--- src/rtl/matrix_det_rr_scheduler.sv ---
// Round-robin front end sharing one 2x2 matrix-product determinant core among
// NUM_REQ requesters: grant, hold operands while the core settles, return the result.
//
//   state     | meaning
//   ----------+-----------------------------------------------------------
//   S_IDLE    | arbitrate; handshake with winner latches its operands
//   S_SETTLE  | core_enable high, operands stable, counting down to capture
//   S_RESPOND | rsp_valid to granted requester until it accepts
module matrix_det_rr_scheduler #(
    parameter int NUM_REQ       = 4,
    parameter int ID_W          = 2,
    parameter int SETTLE_CYCLES = 2
) (
    input  logic                    clock,
    input  logic                    reset,
    input  logic [NUM_REQ-1:0]      req_valid,
    output logic [NUM_REQ-1:0]      req_ready,
    input  logic [NUM_REQ*28-1:0]   req_matA,
    input  logic [NUM_REQ*28-1:0]   req_matB,
    output logic [NUM_REQ-1:0]      rsp_valid,
    input  logic [NUM_REQ-1:0]      rsp_ready,
    output logic [31:0]             rsp_det,
    output logic [ID_W-1:0]         grant_id,
    output logic                    busy,
    output logic                    core_enable,
    output logic [27:0]             core_matA,
    output logic [27:0]             core_matB,
    input  logic [27:0]             core_determinant
);

    localparam int CNT_W = (SETTLE_CYCLES > 1) ? $clog2(SETTLE_CYCLES) : 1;

    typedef enum logic [1:0] {
        S_IDLE    = 2'd0,
        S_SETTLE  = 2'd1,
        S_RESPOND = 2'd2
    } state_t;

    state_t              r_state;
    state_t              w_next;
    logic [ID_W-1:0]     r_last_grant;
    logic [ID_W-1:0]     r_grant_id;
    logic [CNT_W-1:0]    r_cnt;
    logic                r_core_en;
    logic [27:0]         r_matA;
    logic [27:0]         r_matB;
    logic [31:0]         r_rsp_det;

    logic                w_found;
    logic [ID_W-1:0]     w_winner;
    logic [ID_W-1:0]     w_idx;
    logic                w_handshake;
    logic                w_rsp_accept;
    logic                w_cnt_zero;
    logic [NUM_REQ-1:0]  w_req_ready;
    logic [NUM_REQ-1:0]  w_rsp_valid;

    // Search starts one past the last served requester and wraps.
    always_comb begin
        w_found  = 1'b0;
        w_winner = '0;
        w_idx    = '0;
        for (int i = 1; i <= NUM_REQ; i++) begin
            w_idx = ID_W'((int'(r_last_grant) + i) % NUM_REQ);
            if (!w_found && req_valid[w_idx]) begin
                w_found  = 1'b1;
                w_winner = w_idx;
            end
        end
    end

    // Gated by reset so no ready is shown for a handshake that cannot complete.
    assign w_handshake  = (r_state == S_IDLE) && w_found && !reset;
    assign w_rsp_accept = (r_state == S_RESPOND) && rsp_ready[r_grant_id];
    assign w_cnt_zero   = (r_cnt == '0);

    always_comb begin
        w_req_ready = '0;
        w_rsp_valid = '0;
        if (w_handshake) begin
            w_req_ready[w_winner] = 1'b1;
        end
        if (r_state == S_RESPOND) begin
            w_rsp_valid[r_grant_id] = 1'b1;
        end
    end

    always_comb begin
        w_next = r_state;
        case (r_state)
            S_IDLE:    if (w_handshake)  w_next = S_SETTLE;
            S_SETTLE:  if (w_cnt_zero)   w_next = S_RESPOND;
            S_RESPOND: if (w_rsp_accept) w_next = S_IDLE;
            default:                     w_next = S_IDLE;
        endcase
    end

    always_ff @(posedge clock) begin
        if (reset) begin
            r_state <= S_IDLE;
        end else begin
            r_state <= w_next;
        end
    end

    always_ff @(posedge clock) begin
        if (reset) begin
            r_last_grant <= ID_W'(NUM_REQ - 1);
            r_grant_id   <= '0;
            r_cnt        <= '0;
            r_core_en    <= 1'b0;
            r_matA       <= '0;
            r_matB       <= '0;
            r_rsp_det    <= '0;
        end else begin
            case (r_state)
                S_IDLE: begin
                    if (w_handshake) begin
                        r_matA     <= req_matA[int'(w_winner)*28 +: 28];
                        r_matB     <= req_matB[int'(w_winner)*28 +: 28];
                        r_grant_id <= w_winner;
                        r_cnt      <= CNT_W'(SETTLE_CYCLES - 1);
                        r_core_en  <= 1'b1;
                    end
                end
                S_SETTLE: begin
                    if (w_cnt_zero) begin
                        r_rsp_det <= {{4{core_determinant[27]}}, core_determinant};
                        r_core_en <= 1'b0;
                    end else begin
                        r_cnt <= r_cnt - 1'b1;
                    end
                end
                S_RESPOND: begin
                    if (w_rsp_accept) begin
                        r_last_grant <= r_grant_id;
                    end
                end
                default: ;
            endcase
        end
    end

    assign req_ready   = w_req_ready;
    assign rsp_valid   = w_rsp_valid;
    assign rsp_det     = r_rsp_det;
    assign grant_id    = r_grant_id;
    assign busy        = (r_state != S_IDLE);
    assign core_enable = r_core_en;
    assign core_matA   = r_matA;
    assign core_matB   = r_matB;

endmodule
--- config.mk ---
export PLATFORM = sky130hd
export DESIGN_NAME = matrix_det_rr_scheduler
export DESIGN_NICKNAME = d
export VERILOG_FILES = /design/src/rtl/matrix_det_rr_scheduler.sv
export SDC_FILE = /design/constraint.sdc
export NUM_CORES = 1
export LEC_CHECK = 0
export ABC_AREA = 1
export BUFFER_PORTS_ARGS = -buffer_cell sky130_fd_sc_hd__buf_4
export CELL_PAD_IN_SITES_DETAIL_PLACEMENT = 1
export CELL_PAD_IN_SITES_GLOBAL_PLACEMENT = 1
export CORE_MARGIN = 1.5
export CORE_UTILIZATION = 30
export CTS_CLUSTER_DIAMETER = 50
export DETAILED_ROUTE_END_ITERATION = 10
export PLACE_DENSITY = 0.88
export SETUP_SLACK_MARGIN = 0.3
export SLEW_MARGIN = 30
export SYNTH_ARGS = -nofsm -noshare
export SYNTH_HDL_FRONTEND = slang
export SYNTH_SLANG_ARGS = --single-unit
--- constraint.sdc ---
create_clock -name clock -period 7.8 [get_ports clock]
set_input_delay 2.34 -clock clock [delete_from_list [all_inputs] [get_ports clock]]
set_output_delay 2.34 -clock clock [all_outputs]
set_load 0.1 [all_outputs]
## After elaboration in Yosys (flattened, before gate mapping)

Index checks and enable logic that the tools add are counted.

- Flip-flop bits (word level): 92
- Input port bits: 262
- Output and inout bits: 100

- $add $sub $neg: 5
- Multiply operators: 1
- $lt $le $gt $ge: 8
- Equality and inequality tests: 5
- Shift operators: 2
- Mux-type cells: 33
- Bitwise operators: 1
- Reduce and logical (&&, ||, !) cells: 21

Operators with widths:

| operator | count |
|---|---|
| 112-bit by 32-bit variable part select with 28-bit output | 1 |
| 112-bit by 8-bit variable part select with 28-bit output | 1 |
| 2-bit by 3-bit less-than comparator with 1-bit output, second input constant | 6 |
| 1-bit 2-to-1 mux | 14 |
| 2-bit 2-to-1 mux | 7 |
| 1-bit binary-select mux with 2-bit select | 5 |
| 1-bit logical AND | 8 |
| 4-bit 2-to-1 mux | 2 |
| 2-bit AND reduction | 4 |
| 2-bit != test, second input constant | 3 |
| 2-bit case mux with 3 select lines | 1 |
| 3-bit AND reduction | 2 |
| 2-bit by 3-bit multiplier with 5-bit output, second input constant | 1 |
| 2-bit by 1-bit adder with 2-bit output, second input constant | 2 |
| 2-bit adder, second input constant | 2 |
| 1-bit demux with 2-bit select | 2 |
| 2-bit by 1-bit greater-or-equal comparator with 1-bit output, second input constant | 2 |
| 1-bit logical NOT | 4 |
| 1-bit case mux with 2 select lines | 2 |
| 2-bit nonzero test | 2 |
| 2-bit by 1-bit == test with 1-bit output, second input constant | 1 |
| 2-bit == test, second input constant | 1 |
| 2-bit logical NOT | 1 |
| 1-bit NOT | 1 |
| 1-bit subtractor, second input constant | 1 |

## Logic depth before layout (Yosys ltp)

Gate-level depths: netlist of run 1.

- Word-level depth: 18
- Depth in mapped cells: 18
- Gate-level depth less buffers: 15

## Worst setup path before layout of run 1

OpenSTA, ideal clock, no wires.

- Kind: input-to-output
- From: in req_valid[3]
- To: out req_ready[0]
- Arrival time: 5.381 ns
- Required time: 5.460 ns
- Path slack: 0.079 ns
- Stages on the path: 11
- Path buffers: 2
- Cells stage by stage: nand2_1 -> nand2_1 -> nand2_1 -> nand2_1 -> nor2_4 -> nand3_2 -> nand3_2 -> buf_6 -> buf_4 -> inv_2 -> nor3_1

- Word-level cells in the longest chain between the ends: 17

Ends and longest elaborated chain:

| what | RTL line | source |
|---|---|---|
| start: declaration | 16 | `input logic [NUM_REQ-1:0] req_valid,` |
| 1-bit binary-select mux with 2-bit select | 65 | `if (!w_found && req_valid[w_idx]) begin` |
| 1-bit 2-to-1 mux (not written as such) | 65 |  |
| 1-bit 2-to-1 mux | 65 |  |
| 1-bit logical NOT | 65 |  |
| 1-bit logical AND | 65 |  |
| 1-bit 2-to-1 mux | 65 |  |
| 1-bit logical NOT | 65 |  |
| 1-bit logical AND | 65 |  |
| 1-bit 2-to-1 mux | 65 |  |
| 1-bit logical NOT | 65 |  |
| 1-bit logical AND | 65 |  |
| 2-bit 2-to-1 mux | 65 |  |
| 2-bit by 3-bit less-than comparator with 1-bit output (not written as such) / 2-bit by 1-bit greater-or-equal comparator with 1-bit output (equally long branches) | 81 | `w_req_ready[w_winner] = 1'b1;` |
| 1-bit logical AND (not written as such) | 81 |  |
| 1-bit 2-to-1 mux (not written as such) | 81 |  |
| 1-bit demux with 2-bit select | 81 |  |
| 4-bit 2-to-1 mux * | 80 | `if (w_handshake) begin` |
| end: declaration | 17 | `output logic [NUM_REQ-1:0] req_ready,` |

Mark *: on every way between the ends. The rest lies on a longest branch, timed or not. The select of a mux whose other input is x is not followed.

## Worst setup path after layout of run 1

Same ends and word-level chain as after synthesis.

==> impl_results.md, run 1 <==
- Crit path kind: in2out
- Slew @ Worst Pin: between 0.9 and 1 ns
- Critical path's top delay family: simple AND/OR/NAND/NOR gates
- Cells along the critical path: buf_4 -> nand2_1 -> nand2_1 -> nand2_1 -> nand2_1 -> nor2_4 -> nand3_4 -> nand3_4 -> inv_2 -> nor3_2 -> buf_4
- Syn-to-layout area delta: 50.74%
- Pin count of the biggest net entering global routing: 94
- CTS tree: built
- Layout cells sized above 1: 0.3067
- Via density: 5.042
- Filler Cells Inserted: roughly 2700
- Pwr/cell area: 331.6 mW/mm^2
- Routed via count: approximately 8100
- Number of global-route vias before repair: just under 8000
- Hold crit path type: reg2reg
- DRT Wirelength: around 28000 um
- Max layer used: met4
- Clk buf depth: 2
- Worst-Skew Late Latency: 0.34 ns
- Syn avg cell area: 5.766 um^2
- Final Hold Fails: 0
- Clock skew: between 0.004 and 0.005 ns
- DR iter-0 viols: about 430
- Syn nets: around 1300
- Total grt overflow: 0
- Max transition margin: 0.3961
- Die area: about 0.021 mm^2
- Clock share of power: 0.161
- CTS Buf Count: 9
- Largest stage delay on the critical path: about 0.52 ns
- Setup crit start kind: input port
- H-tree levels: 3
- Initial Util: 0.3073
- Postcts setup bufs: 0
- Global-route wire length before repair: ~41000 um
- Max Cap Viol: 0
- Initial antenna violation count: 0
- Clk slew on worst S/H paths: about 0.070 ns
- Crit. End Element: output pin
- Flops & latches, synth: around 90
- Global Route Usage Sum: 0.2502
- Min Tclk post-route: 6.953 ns
- Drt wl/cell: around 17 um
- Reg power frac: 0.214
- CP max stage cell: nand3_4
- Core area: between 0.015 and 0.02 mm^2
- Final std cell area, no fill: slightly above 0.009 mm^2
- Post-Syn Instances: about 1000
- Buffers & Inverters on Critical Path: 3
- Combinational share of power: 0.625
- # rows: 51
- Num Clock Sinks: 92
- Antenna cells: 0
- Vert. Die Dim: ~140 um
- Fin nets: roughly 1600
- CTS Hold Bufs: 0
- Most numerous cell on the critical path: nand2_1
- TritonRoute pass-1 iters: 4
- Wire length on met1: 10840 um
- Worst Path Arrival: 4.61 ns
- Post-route DRC: 0
- Sequential share of the synthesized area: 0.3060
- Met2 Wirelength: 13830 um
- Status: complete, no violations
- Area post-placement: around 0.0087 mm^2
- TNS Setup: 0 ns
- RSZ-0062 raised after global routing: no
- Routability cong.: 0.8447
- Post-synth cell types: 25
- Top Ports: around 360
- DP HPWL: between 15000 and 20000 um
- Ys Warns: 0
- Final setup vio count: 0
- Achievable Freq: 0.1438 GHz
- Tcrit/Tclk final: 0.8914
- Worst vdd ir: ~130 uV
- P_leak: between 5 and 6 nW
- IO Port Bufs: between 300 and 400
- DR WL met3: 2145 um
- Switching pwr: between 1.5 and 2 mW
- Crit Path Max Fanout: between 50 and 60
- Root Driver: clkbuf_16
- Worst EP required: around 5.5 ns
- Final Max Slew Viols: 0
- Synthesized area: between 0.006 and 0.007 mm^2
- Switching share of total power: 0.5633
- Die X: 144.7 um
- Int Pwr: approximately 1.3 mW
- Resized cells post-CTS: 0
- Post-route ant nets: 0
[path summary, 6_finish.rpt]
| check | start | endpoint | slack [ns] | cells past startpoint |
|---|---|---|---|---|
| max | req_valid[3] | req_ready[0] | 0.85 | 11 |
| min | rsp_det[8]$_SDFFE_PP0P_ | rsp_det[8]$_SDFFE_PP0P_ | 0.47 | 2 |
| max reg2reg | r_last_grant[0]$_SDFFE_PP1P_ | core_matB[21]$_SDFFE_PP0P_ | 4.20 | 16 |
| min reg2reg | rsp_det[8]$_SDFFE_PP0P_ | rsp_det[8]$_SDFFE_PP0P_ | 0.47 | 2 |
[flip-flops by register name, summed over array words and instances (netlist names)]
| signal | flops |
|---|---|
| core_enable | 1 |
| core_matA | 28 |
| core_matB | 28 |
| grant_id | 2 |
| r_cnt | 1 |
| r_last_grant | 2 |
| r_state | 2 |
| rsp_det | 28 |
[power groups by stage]
stage / logic, mW / registers (mW) / clock network (mW)
final: 1.88 / 0.643 / 0.484
after global routing: 2.01 / 0.656 / 0.520
after CTS: 1.89 / 0.644 / 0.496
after detailed placement: 1.88 / 0.653 / 0
after global placement: 1.86 / 0.646 / 0
after floorplan: 0.691 / 1.38 / 0
[metal layers]
layer / vias up / track usage
met4: 0 / 0.08559
li1: 3961 / -
met5: - / 0
met3: 44 / 0.06417
met2: 270 / 0.4535
met1: 3817 / 0.2838
[per-stage QoR]
step                      total power, mW  hold slack, ns  instances  utilization  setup WS, ns
after floorplan                     2.069          0.4435       1044            -        0.8473
after global placement              2.508          0.4518       1588       0.4447        0.9532
after detailed placement            2.534          0.4580       1588       0.4447        0.8619
after CTS                           3.027          0.4684       1604       0.4616        0.8565
after global routing                3.190          0.4825       1605       0.4632        0.6688
final                               3.009          0.4695       1605       0.4632        0.8472
[area by class of cell]
cell class | instances | area, um^2 | share of cell area
Multi-Input combinational cell | 840 | 3674 | 0.4049
Tap cell | 265 | 331.6 | 0.03654
Sequential cell | 92 | 1842 | 0.2030
Inverter | 19 | 73.82 | 0.008136
Clock buffer | 14 | 294.0 | 0.03240
Timing Repair Buffer | 373 | 2820 | 0.3108
Clock inverter | 2 | 38.79 | 0.004275
[cell usage in the layout (no fill, tap or decap)]
cell       netlist  routed
a21oi_1         31      31
a21oi_4          0       1
buf_16           0       1
buf_4           13     372
bufinv_16        0       1
clkbuf_16        0       9
clkbuf_8         0       5
clkinv_4         0       1
dfxtp_1         92      92
inv_1            9       9
inv_2            8       9
inv_4            1       1
nand2_1        601     600
nand2_2          4       4
nand2_4          0       1
nand3_1         67      67
nand3_2          4       1
nand3_4          0       3
nand4_1        113     113
nor2_1           6       6
nor2_4           1       1
nor3_1           5       4
nor3_2           0       1
o211ai_1         2       2
o21a_1           1       1
o21ai_0          1       1
o21ai_1          2       2
o31ai_1          1       1
[synthesized netlist by cell type]
cell | number | share of area
o21ai_0 | 1 | 0.00083
o31ai_1 | 1 | 0.0012
o21ai_1 | 2 | 0.0017
inv_1 | 9 | 0.0056
nor2_1 | 6 | 0.0037
inv_4 | 1 | 0.0010
dfxtp_1 | 92 | 0.31
buf_4 | 13 | 0.016
a21oi_1 | 31 | 0.026
clkbuf_1 | 32 | 0.020
clkinv_1 | 1 | 0.00062
nand4_1 | 113 | 0.12
nand3_2 | 4 | 0.0067
nand3_1 | 67 | 0.056
o211ai_1 | 2 | 0.0025
inv_2 | 8 | 0.0050
buf_1 | 3 | 0.0019
buf_6 | 3 | 0.0056
nand2_2 | 4 | 0.0042
nor3_1 | 5 | 0.0042
nor2_4 | 1 | 0.0019
nand2_1 | 601 | 0.37
a21oi_2 | 1 | 0.0015
o21a_1 | 1 | 0.0012
buf_2 | 42 | 0.035
[cells by family after synthesis]
logic type,Yosys count,share of synthesized area
AND/OR/NAND/NOR,801,0.5685
buffers and inverters,112,0.09083
flip-flops,92,0.3060
AO/OA/AOI/OAI,39,0.03471
[worst reg2reg max path, delay by kind of cell, from the launching register on]
family        cells  cell delay, ns
simple gates     13            2.13
buf+inv           3            0.81
flops             1            0.61
No activity file was read; power rests on OpenSTA's default activity.
==> inputs of run 2 (changes only) <==
--- a/config.mk
+++ b/config.mk
@@ -13,7 +13,7 @@
 export CORE_UTILIZATION = 30
 export CTS_CLUSTER_DIAMETER = 50
 export DETAILED_ROUTE_END_ITERATION = 10
-export PLACE_DENSITY = 0.88
+export PLACE_DENSITY = 0.92
 export SETUP_SLACK_MARGIN = 0.3
 export SLEW_MARGIN = 30
 export SYNTH_ARGS = -nofsm -noshare
==> run 2 against run 1 <==
Compared with the run above:
- fmax up 4.4%
- wire length grew 1.7%
- sequential cell count unchanged
- register-to-register slack gained 0.20 ns
- critical endpoint is now req_ready[2]
==> impl_results.md, run 2 (synthesized netlist as in run 1, its figures left out) <==
- Clock skew: 0.005285 ns (+0.001099 ns)
- Vert. Die Dim: 144.7 um (unchanged)
- Crit Path Max Fanout: 34 (-35%)
- Hold_ws: 0.4637 ns (-0.005779 ns)
- Resized cells post-CTS: 0 (unchanged)
- Dpl cells: 1590 (+0.13%)
- Cells along the critical path: buf_4 -> nand2_1 -> nand2_1 -> nand2_1 -> nand2_1 -> o21ai_1 -> nand2_1 -> a21oi_4 -> buf_4 -> nand2_1 -> nor2_1 -> buf_4
- R2r setup slk: 4.40 ns (+0.20 ns)
- Postcts setup bufs: 0 (unchanged)
- Root Driver: clkbuf_16
- Slew @ Worst Pin: 0.8980 ns (-0.006898 ns)
- Status: complete, no violations
- R2r worst-path depth: 16 (unchanged)
- Hold Crit Depth: 2 (unchanged)
- Worst-Skew Late Latency: 0.34 ns (about the same)
- Worst EP required: 5.46 ns (about the same)
- H-tree levels: 3 (unchanged)
- Antenna cells: 0 (unchanged)
- TritonRoute pass-1 iters: 4 (unchanged)
- Critical path's top delay family: buffers and inverters
- DP HPWL: 20690 um (+3.6%)
- Num Clock Sinks: 92 (unchanged)
- Largest stage delay on the critical path: 0.39 ns (-0.13 ns)
- Post-route ant nets: 0 (unchanged)
- Top Ports: 362 (unchanged)
- Global Route Usage Sum: 0.2548 (+0.004597)
- Pin count of the biggest net entering global routing: 78 (-17%)
- Buffers & Inverters on Critical Path: 3 (unchanged)
- Syn-to-layout area delta: 49.84%
- # rows: 51 (unchanged)
- Max transition margin: 0.4007 (+0.004604)
- Critical path depth: 12 (+1)
- Setup crit start kind: input port
- Routability cong.: 0.8524 (+0.91%)
- Worst vdd ir: 147.3 uV (+17%)
- Most numerous cell on the critical path: nand2_1
- Number of global-route vias before repair: 7967 (+3.3%)
- CTS Buf Count: 9 (unchanged)
- Die area: 0.02092 mm^2 (unchanged)
- Initial antenna violation count: 0 (unchanged)
- Clk buf depth: 2 (unchanged)
- Max Cap Viol: 0 (unchanged)
- Most common cell after layout, fill and taps aside: nand2_1
- Hold crit path type: reg2reg
- DR iter-0 viols: 305 (-29%)
- Initial Util: 0.3073 (unchanged)
- Fin nets: 1598 (+0.063%)
- Pre-CTS setup slack: 1.096 ns (+0.2345 ns)
- Die X: 144.7 um (unchanged)
- Crit path kind: in2out
- CTS Hold Bufs: 0 (unchanged)
- Via density: 5.070 (+0.56%)
- Final setup vio count: 0 (unchanged)
- Total grt overflow: 0 (unchanged)
- Global-route wire length before repair: 41630 um (+2.6%)
- Register area: 0.001842 mm^2 (unchanged)
- RSZ-0062 raised after global routing: no
- Core area: 0.01959 mm^2 (unchanged)
- P_leak: 5.013 nW (-0.49%)
- Clk slew on worst S/H paths: 0.06 ns (about the same)
- Pwr/cell area: 329.4 mW/mm^2 (-0.65%)
- Footprint of the multi-input gates: 0.003674 mm^2 (unchanged)
- Layout cells sized above 1: 0.3067 (unchanged)
- Post-route setup slack: 1.142 ns (+0.2944 ns)
- Non-filler cells, final: 1605 (unchanged)
- Post-route DRC: 0 (unchanged)
- Crit. End Element: output pin
- Filler Cells Inserted: 2673 (-1.7%)
- Final Max Slew Viols: 0 (unchanged)
- DRT Wirelength: 28030 um (+1.7%)
- Achievable Freq: 0.1502 GHz (+4.4%)
- IO Port Bufs: 361 (unchanged)
- Min Tclk post-route: 6.658 ns (-0.2944 ns)
- Final Hold Fails: 0 (unchanged)
- Most frequent cells in the layout: 600 x nand2_1, 374 x buf_4, 113 x nand4_1
- Routed via count: 8137 (+0.56%)
- CP max stage cell: buf_4
- Tcrit/Tclk final: 0.8536 (-0.03774)
- CTS tree: built
- Drt wl/cell: 17.46 um (+1.7%)
- Worst Path Arrival: 4.32 ns (-0.29 ns)
- TNS Setup: 0 ns (unchanged)
## run 2: cell types whose count changed in the layout (fill, tap and decap cells not counted), sizes merged
cell | previous run | this run
buf | 373 | 374
clkbuf | 14 | 10
clkinv | 1 | 3
clkinvlp | 0 | 1
## run 2: metrics by stage
step	area (um^2)	util	total power, mW
2_1_floorplan	6025	-	2.069
3_3_place_gp	8726	0.4454	2.512
3_5_place_dp	8726	0.4454	2.546
4_1_cts	9017	0.4603	2.994
5_1_grt	9020	0.4604	3.144
6_report	9020	0.4604	2.972
## run 2: cell type report
cell class                      instances  share of cell area
Multi-Input combinational cell        840              0.4073
Timing Repair Buffer                  374              0.3113
Sequential cell                        92              0.2042
Tap cell                              265             0.03676
Clock buffer                           10             0.02649
Inverter                               19            0.008184
Clock inverter                          5            0.005826
## run 2: power by group
group | switching, mW | total [mW] | internal [mW] | leakage [nW]
clock | 0.183 | 0.437 | 0.254 | 0.144
sequential | 0.0681 | 0.647 | 0.579 | 0.755
combinational | 1.45 | 1.89 | 0.437 | 4.11
total | 1.70 | 2.97 | 1.27 | 5.01
## run 2: per-layer routing
layer | wire [um] | vias up | track usage
li1 | - | 3958 | -
met1 | 10990 | 3814 | 0.2922
met2 | 13860 | 309 | 0.4523
met3 | 2227 | 56 | 0.06713
met4 | 950 | 0 | 0.09623
met5 | 0 | - | 0
## run 2: path summary, 6_finish.rpt
path / start / end
setup / recovery: req_valid[2] / req_ready[2]
hold / removal: rsp_det[0]$_SDFFE_PP0P_ / rsp_det[0]$_SDFFE_PP0P_
setup reg to reg: r_last_grant[0]$_SDFFE_PP1P_ / core_matB[24]$_SDFFE_PP0P_
hold reg to reg: rsp_det[0]$_SDFFE_PP0P_ / rsp_det[0]$_SDFFE_PP0P_
## run 2: worst register-to-register path, stage by stage (launching register included)
cell,delay (ns)
dfxtp_1,0.64
inv_4,0.13
nand2_1,0.10
nand2_1,0.08
nand2_1,0.10
nand2_1,0.11
nand2_1,0.14
nand2_1,0.11
nand2_4,0.08
buf_4,0.43
buf_4,0.68
nand4_1,0.34
nand2_1,0.14
nand2_1,0.06
nand2_1,0.09
nand2_1,0.06
nand2_1,0.07
